`src/rtl/key_event_gen_pkg.sv`:
```
// key_event_gen_pkg: FSM state encodings and default 50 MHz timing for the key front end
package key_event_gen_pkg;

    typedef enum logic [1:0] {
        ST_IDLE    = 2'd0,
        ST_PRESSED = 2'd1,
        ST_LONG    = 2'd2
    } key_state_t;

    localparam int DEF_DEB_CYCLES    = 1000000;
    localparam int DEF_LONG_CYCLES   = 50000000;
    localparam int DEF_REPEAT_CYCLES = 10000000;
    localparam int DEF_ACTIVE_LOW    = 1;

endpackage

```
`src/rtl/key_event_gen_debounce.sv`:
```
// key_sync_debounce: 2-FF synchroniser, polarity normalisation and counter debounce with rise/fall strobes
module key_sync_debounce #(
    parameter int DEB_CYCLES = 1000000,
    parameter int ACTIVE_LOW = 1
) (
    input  logic clk,
    input  logic rst_n,
    input  logic i_kin,
    output logic o_level,
    output logic o_rise,
    output logic o_fall
);
    localparam int CW = $clog2(DEB_CYCLES + 1);
    localparam logic [CW-1:0] DEB_LIM = CW'(DEB_CYCLES - 1);
    localparam logic RAW_RELEASED = (ACTIVE_LOW != 0);

    logic          r_s1;
    logic          r_s2;
    logic          r_level;
    logic          r_rise;
    logic          r_fall;
    logic [CW-1:0] r_cnt;
    logic          w_sample;

    assign w_sample = (ACTIVE_LOW != 0) ? ~r_s2 : r_s2;
    assign o_level  = r_level;
    assign o_rise   = r_rise;
    assign o_fall   = r_fall;

    // Two-stage synchroniser, reset to the released raw level so no false press follows reset
    always_ff @(posedge clk or negedge rst_n) begin
        if (!rst_n) begin
            r_s1 <= RAW_RELEASED;
            r_s2 <= RAW_RELEASED;
        end else begin
            r_s1 <= i_kin;
            r_s2 <= r_s1;
        end
    end

    // Flip the stable level only after DEB_CYCLES consecutive mismatching samples; strobe the edge
    always_ff @(posedge clk or negedge rst_n) begin
        if (!rst_n) begin
            r_level <= 1'b0;
            r_cnt   <= '0;
            r_rise  <= 1'b0;
            r_fall  <= 1'b0;
        end else begin
            r_rise <= 1'b0;
            r_fall <= 1'b0;
            if (w_sample == r_level) begin
                r_cnt <= '0;
            end else if (r_cnt == DEB_LIM) begin
                r_cnt   <= '0;
                r_level <= ~r_level;
                r_rise  <= ~r_level;
                r_fall  <= r_level;
            end else begin
                r_cnt <= r_cnt + 1'b1;
            end
        end
    end

endmodule

```
`src/rtl/key_event_gen.sv`:
```
// key_event_gen: debounced key with press/release/short/long/auto-repeat event pulses
module key_event_gen
    import key_event_gen_pkg::*;
#(
    parameter int DEB_CYCLES    = DEF_DEB_CYCLES,
    parameter int LONG_CYCLES   = DEF_LONG_CYCLES,
    parameter int REPEAT_CYCLES = DEF_REPEAT_CYCLES,
    parameter int ACTIVE_LOW    = DEF_ACTIVE_LOW
) (
    input  logic clk,
    input  logic rst_n,
    input  logic kin,
    output logic key_level,
    output logic press_pulse,
    output logic release_pulse,
    output logic short_pulse,
    output logic long_pulse,
    output logic repeat_pulse,
    output logic holding
);
    localparam int HW = $clog2(LONG_CYCLES);
    localparam int RW = (REPEAT_CYCLES > 0) ? $clog2(REPEAT_CYCLES + 1) : 1;
    localparam logic [HW-1:0] HOLD_LIM = HW'(LONG_CYCLES - 1);
    localparam logic [RW-1:0] REP_LIM  = RW'((REPEAT_CYCLES > 0) ? REPEAT_CYCLES - 1 : 0);

    logic          w_level;
    logic          w_rise;
    logic          w_fall;
    key_state_t    r_state;
    logic [HW-1:0] r_hold_cnt;
    logic [RW-1:0] r_rep_cnt;

    key_sync_debounce #(
        .DEB_CYCLES(DEB_CYCLES),
        .ACTIVE_LOW(ACTIVE_LOW)
    ) u_deb (
        .clk    (clk),
        .rst_n  (rst_n),
        .i_kin  (kin),
        .o_level(w_level),
        .o_rise (w_rise),
        .o_fall (w_fall)
    );

    // Press classifier; a debounced fall always takes priority over long expiry or repeat wrap
    always_ff @(posedge clk or negedge rst_n) begin
        if (!rst_n) begin
            r_state       <= ST_IDLE;
            r_hold_cnt    <= '0;
            r_rep_cnt     <= '0;
            key_level     <= 1'b0;
            press_pulse   <= 1'b0;
            release_pulse <= 1'b0;
            short_pulse   <= 1'b0;
            long_pulse    <= 1'b0;
            repeat_pulse  <= 1'b0;
            holding       <= 1'b0;
        end else begin
            key_level     <= w_level;
            press_pulse   <= 1'b0;
            release_pulse <= 1'b0;
            short_pulse   <= 1'b0;
            long_pulse    <= 1'b0;
            repeat_pulse  <= 1'b0;
            case (r_state)
                ST_IDLE: begin
                    if (w_rise) begin
                        press_pulse <= 1'b1;
                        r_hold_cnt  <= '0;
                        r_state     <= ST_PRESSED;
                    end
                end
                ST_PRESSED: begin
                    if (w_fall) begin
                        release_pulse <= 1'b1;
                        short_pulse   <= 1'b1;
                        r_state       <= ST_IDLE;
                    end else if (r_hold_cnt == HOLD_LIM) begin
                        long_pulse <= 1'b1;
                        holding    <= 1'b1;
                        r_rep_cnt  <= '0;
                        r_state    <= ST_LONG;
                    end else begin
                        r_hold_cnt <= r_hold_cnt + 1'b1;
                    end
                end
                ST_LONG: begin
                    if (w_fall) begin
                        release_pulse <= 1'b1;
                        holding       <= 1'b0;
                        r_state       <= ST_IDLE;
                    end else if (REPEAT_CYCLES > 0) begin
                        repeat_pulse <= (r_rep_cnt == REP_LIM);
                        r_rep_cnt    <= (r_rep_cnt == REP_LIM) ? '0 : r_rep_cnt + 1'b1;
                    end
                end
                default: begin
                    holding <= 1'b0;
                    r_state <= ST_IDLE;
                end
            endcase
        end
    end

endmodule

```
`config.mk`:
```
export PLATFORM = sky130hd
export DESIGN_NAME = key_event_gen
export DESIGN_NICKNAME = d
export VERILOG_FILES = /design/src/rtl/key_event_gen_pkg.sv /design/src/rtl/key_event_gen_debounce.sv /design/src/rtl/key_event_gen.sv
export SDC_FILE = /design/constraint.sdc
export NUM_CORES = 1
export LEC_CHECK = 0
export ABC_AREA = 0
export CAP_MARGIN = 20
export CORE_MARGIN = 2
export CORE_UTILIZATION = 40
export DETAILED_ROUTE_END_ITERATION = 8
export RECOVER_POWER = 25
export SYNTH_ARGS = -nofsm -noshare
export SYNTH_HDL_FRONTEND = slang
export SYNTH_SLANG_ARGS = --single-unit
```
`constraint.sdc`:
```
create_clock -name clk -period 4.09 [get_ports clk]
set_clock_uncertainty 0.1 [all_clocks]
set_input_delay 0.818 -clock clk [delete_from_list [all_inputs] [get_ports clk]]
set_output_delay 0.818 -clock clk [all_outputs]
set_load 0.02 [all_outputs]
```
**Yosys cells after proc, flatten, opt, wreduce, memory -nomap -nowiden**

Index checks and enable logic that the tools add are counted.

- Flip-flop bits (word level): 84
- Latch bits: 0
- Memory bits (writable): 0
- ROM bits: 0
- Input port bits: 3
- Word-level logic and storage cells: 79
- Memories: 0

- $add $sub $neg: 3
- Multipliers: 0
- Divide/modulo/power cells: 0
- $lt $le $gt $ge: 0
- Eq/ne operators: 13
- Shifts and indexed selects: 0
- Multiplexer cells: 34
- Bitwise gates (word level): 4
- Reductions and logical operators: 9

Operators with widths:

| kind | count |
|---|---|
| $mux 24 | 4 |
| $mux 26 | 3 |
| $pmux 26 s2 | 1 |
| $pmux 24 s2 | 1 |
| $mux 20 | 2 |
| $add 26x1->26 const B | 1 |
| $eq 26x26->1 const B | 1 |
| $add 24x1->24 const B | 1 |
| $eq 24x24->1 const B | 1 |
| $add 20x1->20 const B | 1 |
| $eq 20x20->1 const B | 1 |
| $mux 1 | 17 |
| $reduce_and 4->1 | 3 |
| $mux 2 | 4 |
| $ne 2x2->1 const B | 4 |
| $pmux 2 s3 | 1 |
| $ne 2x1->1 const B | 2 |
| $not 1->1 | 4 |
| $reduce_bool 2->1 | 2 |
| $ne 3x2->1 const B | 1 |
| $pmux 1 s3 | 1 |
| $reduce_and 3->1 | 1 |
| $eq 2x1->1 const B | 1 |
| $eq 2x2->1 const B | 1 |
| other kinds (4) | 4 |

**Logic depth before layout (Yosys ltp)**

Gate-level depths: netlist of the first run.

- Word-level depth: 4
- Mapped depth: 10
- Depth with buffers taken out: 7

**By module**

From an unflattened synthesis of the first run, not the netlist that was laid out.

- Cells, all modules: 527
- Area total of the unflattened synthesis: 4748.3 um^2

By module, submodules not included:

| module | times used | cells an instance | area an instance (um^2) | sequential area each (um^2) |
|---|---|---|---|---|
| key_event_gen | 1 | 414 | 3594.7 | 1476.4 |
| key_sync_debounce | 1 | 113 | 1153.6 | 628.1 |

**Worst setup path before layout of the first run**

Ideal clock, no wire load.

- Path kind: register to register
- From: register r_hold_cnt[0]
- To: register r_rep_cnt[6]
- Setup time: 0.132 ns
- Data arrival time: 1.978 ns
- Data required time: 3.858 ns
- Slack: 1.880 ns
- Cell stages (with the launch flop): 9
- Path buffers: 2
- Period minus slack after synthesis: 2.210 ns
- Cells stage by stage: dfrtp_1 -> ha_1 -> nand3_1 -> nor4_4 -> a21oi_2 -> buf_6 -> buf_2 -> o21ai_0 -> o41ai_2

- Word-level cells in the longest chain between the ends: 3

Ends and longest elaborated chain:

| item | line | source |
|---|---|---|
| start: declaration | key_event_gen.sv:30 | `logic [HW-1:0] r_hold_cnt;` |
| start signal: assignment | key_event_gen.sv:84 | `r_hold_cnt <= r_hold_cnt + 1'b1;` |
| $eq 26x26->1 | key_event_gen.sv:78 | `end else if (r_hold_cnt == HOLD_LIM) begin` |
| $ne 2x2->1 (no line) | - |  |
| $reduce_and 4->1 (no line) | - |  |
| end signal: assignment | key_event_gen.sv:94 | `r_rep_cnt <= (r_rep_cnt == REP_LIM) ? '0 : r_rep_cnt + 1'b1;` |
| end: declaration | key_event_gen.sv:31 | `logic [RW-1:0] r_rep_cnt;` |

Every way passes these cells.
A chain may end at the register's enable or synchronous reset.

**Final worst setup path of the first run**

- From: register r_state[1]
- To: register r_rep_cnt[0]

- Word-level cells in the longest chain between the ends: 3
- Elaborated cells between the ends (all ways): 8
- Those cells by class: eq/ne (5); mux (1); reduce/logical (2)

Ends and longest elaborated chain:

| item | line | source |
|---|---|---|
| start: declaration | key_event_gen.sv:29 | `key_state_t r_state;` |
| start signal: assignment | key_event_gen.sv:48 | `r_state <= ST_IDLE;` |
| start signal: assignment | key_event_gen.sv:70 | `r_state <= ST_PRESSED;` |
| start signal: assignment | key_event_gen.sv:77 | `r_state <= ST_IDLE;` |
| $eq 2x2->1 or $eq 2x1->1 (tied branches) | key_event_gen.sv:65 | `case (r_state)` |
| $ne 2x2->1 (no line) or $reduce_bool 2->1 (tied branches) | - |  |
| $reduce_and 4->1 (no line) | - |  |

Several ways; a longest one is shown, not always the timed one.

==> flow_summary.ini, run 1 <==
[timing]
finalSetupTns_ps = 0
finalHoldViolations = 0
finalSetupViolCount = 0
slew_headroom_pct = 5.72
fmax_mhz = 317
rsz0062_at_grt = false
min_period_ps = 3160
worst_slew_pin_slew_ps = 1410
fin_crit_sh_pct = 77.2
slew_viol_final = 0
fin_hold_ws_ps = 255

[power]
ir_drop_mv = 0.200
p_leak_nw = 2.00
power_density_nw_per_um2 = 334

[final_layout]
syn_to_final_growth_pct = 10.5
drive_gt1_share_pct = 8.87
diodes = 0
nNetsFinal = 500
design_area_um2 = 5090
nFillCells = 1115

[detailed_routing]
drtIter0Drc = 218
via_count = 3691
antenna_left = 0
routed_via_density = 5.78
drc = 0
firstDrtPassIters = 4
finalWirelength_mm = 10.1
wl_per_cell_um = 15.8

[clock_network]
cts-root-buf = clkbuf_16
clk_pin_slew_ps = 60
clockBufferDepth = 2
numClockSinks = 84
cts_tree = yes
clkLatencyLatePin_ps = 350
cts_hold_buffers = 0
cts_made_buffers = 9
cts_resized = 0
post_cts_buffers = 0
cts_max_level = 3

[run_status]
run_status = finished, final reports clean

[global_route]
grt.total_usage_pct = 17.1
antenna_found_initial = 0
grt_pass1_vias = 3530
grt_pass1_wl_mm = 17.2
grt_max_degree = 85
grt_overflow_total = 0

[critical_path]
crit_slowest_cell = nor2_1
cp_cell_sequence = inv_1 > ha_1 > nand2b_1 > nor4_4 > a21oi_2 > buf_4 > nor2_1 > mux2_2
end_kind = flip-flop
arrival_ps = 3340
worstSetupPathType = flip-flop to flip-flop
required_ps = 4270
max_stage_delay_ps = 680
cp_max_fo = 36
cp-start-kind = flip-flop

[logic_synthesis]
yosysWarnings = 0
synth_top_area_cell = dfrtp_1
async_reset_ff_share_pct = 100
syn_nets = 498
ys_seq_area_share_pct = 45.7
synth_common_cells = dfrtp_1, nor2_1, nand2_1
synth_edf_count = 0
dominantRegCellSynth = dfrtp_1
synthCells = 489
synth.most_common_cell = dfrtp_1
synth_top_area_share_pct = 44.6
avgSynthCellArea_um2 = 9.42
netlist_area_um2 = 4600
synth_area_leaders = dfrtp_1, nor2_1, nand3_1, nand2_1, a31oi_1
yosysUniqueCellTypes = 59
ys_seq_elements = 84

[placement]
place.gp.congestion = 0.838
dp_hpwl_mm = 6.67
placement.io_buffers = 9
placed_cell_area_um2 = 4780

[die]
dieHeight_um = 111
die_w_um = 111
dieArea_um2 = 12400
initial_core_util_pct = 40.7
core_area_um2 = 11300
num_io_pins = 10
rows = 39

[job]
maxCapViolations = 0

[worst_hold_path]
hold_path_class = flip-flop to flip-flop
==> area by class of cell <==
| class | instances | area, um^2 | share of cell area [%] |
|---|---|---|---|
| Multi-Input combinational cell | 366 | 2320 | 45.7 |
| Sequential cell | 84 | 2100 | 41.4 |
| Clock buffer | 11 | 253 | 4.97 |
| Tap cell | 143 | 179 | 3.52 |
| Timing Repair Buffer | 13 | 111 | 2.19 |
| Inverter | 17 | 63.8 | 1.25 |
| Clock inverter | 5 | 50.0 | 0.984 |
==> critical path: cells and delay by family (launching register included) <==
family / cells / cell delay, ps
AND/OR/NAND/NOR: 3 / 1320
AO/OA/AOI/OAI: 1 / 80
buffers and inverters: 2 / 330
multiplexers: 1 / 290
adder cells (fa/ha/maj): 1 / 560
flip-flops: 1 / 400
==> cell usage in the layout, fill, tap and decap left out, types with 3 or more instances in the layout <==
master           count
nor4_4               3
nor3b_1              3
a22o_1              12
and4_1               4
nor4_1              10
clkinv_2             4
clkdlybuf4s50_1      7
nand3_1             34
a21oi_1             20
or4_1                8
a21boi_0             3
nand2_1             36
dfrtp_1             82
nor2_1              48
ha_1                 6
inv_1               17
or3_1                7
and3_1              11
xnor2_1             11
o211ai_1             5
nor3_1               7
o21ai_0             21
a21o_1               8
clkbuf_16            9
a41oi_1              9
nand4_1             19
buf_4                3
a31oi_1             20
xor2_1               8
nand2b_1             5
o31ai_1              4
o21bai_1             5
nor2b_1              3
==> flip-flops by register name, summed over array words and instances (netlist names) <==
| signal | cells |
|---|---|
| r_hold_cnt | 26 |
| r_rep_cnt | 24 |
| u_deb.r_cnt | 20 |
| r_state | 2 |
| holding | 1 |
| key_level | 1 |
| long_pulse | 1 |
| press_pulse | 1 |
| release_pulse | 1 |
| repeat_pulse | 1 |
| short_pulse | 1 |
| u_deb.o_fall | 1 |
| u_deb.o_level | 1 |
| u_deb.o_rise | 1 |
| u_deb.r_s1 | 1 |
| u_deb.r_s2 | 1 |
==> layer usage <==
metal	GRT usage (%)	vias to the layer above	wire length, um
li1	-	1826	-
met1	22.8	1775	4900
met2	26.6	67	4610
met3	3.61	23	335
met4	7.98	0	228
met5	0	-	0
==> power breakdown <==
group          total [mW]  internal, mW  switching, mW  leakage (nW)
combinational      0.0255       0.00410         0.0214         0.676
clock               0.833         0.502          0.331         0.155
sequential          0.838         0.835        0.00309          1.16
total                1.70          1.34          0.355          2.00
==> worst paths after layout <==
kind / from / end / slack, ps / depth (start not counted)
max in group asynchronous: rst_n / r_hold_cnt[5]$_DFFE_PN0P_ / 1150 / 2
hold / removal: u_deb.r_s1$_DFF_PN1_ / u_deb.r_s2$_DFF_PN1_ / 260 / 0
hold reg to reg: u_deb.r_s1$_DFF_PN1_ / u_deb.r_s2$_DFF_PN1_ / 260 / 0
min in group asynchronous: rst_n / r_rep_cnt[19]$_DFFE_PN0P_ / 680 / 1
setup reg to reg: r_state[1]$_DFFE_PN0P_ / r_rep_cnt[0]$_DFFE_PN0P_ / 930 / 8
setup / recovery: r_state[1]$_DFFE_PN0P_ / r_rep_cnt[0]$_DFFE_PN0P_ / 930 / 8
==> logic make-up after synthesis <==
family,after synthesis,share of synthesized area (%)
XOR/XNOR,19,3.61
buffers and inverters,39,3.99
AND/OR/NAND/NOR,218,26.6
multiplexers,3,0.679
AO/OA/AOI/OAI,120,17.8
flip-flops,84,45.7
adder cells (fa/ha/maj),6,1.63
==> stage by stage <==
stage / worst slack [ps] / util (%) / std cells / power, mW
finish: 934 / 44.9 / 639 / 1.70
global route: 551 / 44.9 / 639 / 1.76
CTS: 925 / 44.9 / 638 / 1.72
detailed placement: 942 / 42.2 / 622 / 0.881
global placement: 1010 / 42.2 / 622 / 0.881
floorplan: 1880 / - / 489 / 0.861
Note: power is estimated with default switching activity, not from simulation.
==> run 2: changes to the inputs <==
Clock period 4.09 ns to 3.25 ns, I/O delays scaled along.
==> flow_summary.ini, run 2 (synthesis results as in run 1) <==
[run_status]
run_status = finished, violations left
violations = capacitance limit, slew limit

[critical_path]
worstSetupPathType = flip-flop to flip-flop
required_ps = 3420
arrival_ps = 2830
cp_max_fo = 22
cp-start-kind = flip-flop
end_kind = flip-flop

[clock_network]
cts_tree = yes
clkLatencyLatePin_ps = 350
numClockSinks = 84
cts-root-buf = clkbuf_16
clockBufferDepth = 2
cts_made_buffers = 9
cts_resized = 0
cts_max_level = 3
cts_hold_buffers = 0
clk_pin_slew_ps = 60
post_cts_buffers = 0

[final_layout]
final_util_pct = 45.4
multi_input_area_um2 = 2320
nFillCells = 1073
mostFrequentLayoutCells = dfrtp_1, nor2_1, nand2_1
final_common_cell = dfrtp_1
nNetsFinal = 503
reg_top3 = r_hold_cnt: 26 flops, r_rep_cnt: 24 flops, u_deb.r_cnt: 20 flops
diodes = 0
syn_to_final_growth_pct = 11.6
largest_reg_flops = 26
drive_gt1_share_pct = 9.22
register_area_um2 = 2100
regMostFlops = r_hold_cnt

[detailed_routing]
wl_per_cell_um = 15.4
drc = 0
drtIter0Drc = 295
antenna_left = 0
finalWirelength_mm = 9.89
routed_via_density = 5.79
firstDrtPassIters = 4
via_count = 3717

[global_route]
grt.total_usage_pct = 17.3
antenna_found_initial = 0
grt_max_degree = 85
grt_pass1_vias = 3579
grt_pass1_wl_mm = 17.5
grt_overflow_total = 0

[job]
maxCapViolations = 1

[placement]
place.gp.congestion = 0.835
dp_hpwl_mm = 6.72
placement.io_buffers = 9

[timing]
worst_slew_pin_slew_ps = 1730
rsz0062_at_grt = false
slew_viol_final = 30
finalSetupViolCount = 0
slew_headroom_pct = -15.3
min_period_ps = 2660
finalHoldViolations = 0
fin_crit_sh_pct = 81.9
finalSetupTns_ps = 0
fmax_mhz = 376

[die]
num_io_pins = 10
core_area_um2 = 11300
initial_core_util_pct = 40.7
die_w_um = 111
dieArea_um2 = 12400
rows = 39
dieHeight_um = 111

[worst_hold_path]
hold_path_class = flip-flop to flip-flop

[power]
power_density_nw_per_um2 = 411
ir_drop_mv = 0.265
p_leak_nw = 2.00
==> run 2: cell types whose count changed in the layout (fill, tap and decap cells not counted), moves of 2 or more <==
cell | previous run | this run
clkbuf_8 | 2 | 0
and2_0 | 2 | 0
buf_8 | 0 | 2
clkinvlp_4 | 0 | 4
clkinv_2 | 4 | 1
and2_1 | 2 | 4
==> run 2: worst paths after layout <==
check,to,from,cells past startpoint,slack (ps)
worst max-delay path,r_rep_cnt[13]$_DFFE_PN0P_,r_hold_cnt[0]$_DFFE_PN0P_,7,590
worst min-delay path,u_deb.r_s2$_DFF_PN1_,u_deb.r_s1$_DFF_PN1_,0,260
worst max register to register,r_rep_cnt[13]$_DFFE_PN0P_,r_hold_cnt[0]$_DFFE_PN0P_,7,590
worst min register to register,u_deb.r_s2$_DFF_PN1_,u_deb.r_s1$_DFF_PN1_,0,260
max in group asynchronous,u_deb.r_s2$_DFF_PN1_,rst_n,2,1340
min in group asynchronous,holding$_DFFE_PN0P_,rst_n,1,650
==> run 2: power breakdown <==
part | leakage (nW) | switching [mW] | internal (mW)
Sequential | 1.16 | 0.00402 | 1.05
Combinational | 0.708 | 0.0277 | 0.00841
Clock | 0.131 | 0.427 | 0.594
Total | 2.00 | 0.458 | 1.65
==> run 2: layout make-up <==
class                   instances  area share, %
inverters                      17           1.24
clock inverters                 6           1.27
well taps                     143           3.48
multi-input cells             366           45.3
clock buffers                  10           4.46
repair buffers                 16           3.34
flip-flops and latches         84           41.0
==> run 2: metal layers <==
metal / vias up / GRT usage, % / part of all wire (%)
li1: 1828 / - / -
met1: 1804 / 23.8 / 48
met2: 69 / 26.8 / 46
met3: 16 / 3.72 / 3.7
met4: 0 / 7.00 / 1.9
met5: - / 0 / 0
==> run 2: through the flow <==
step	setup slack, ps	hold WS (ps)	cell area, um^2	std cells	power (mW)
3_5_place_dp	586	252	4820	625	1.11
6_report	587	259	5140	642	2.11
2_1_floorplan	1040	245	4600	489	1.08
5_1_grt	413	267	5140	642	2.20
4_1_cts	587	261	5110	641	2.14
3_3_place_gp	447	248	4790	623	1.11
==> run 2: critical path, cell delays in order (launching register included) <==
cell	delay, ps
dfrtp_1	430
ha_1	280
nand3_1	170
nor4_4	520
a21oi_2	270
buf_8	240
or4_1	490
o21ai_0	80
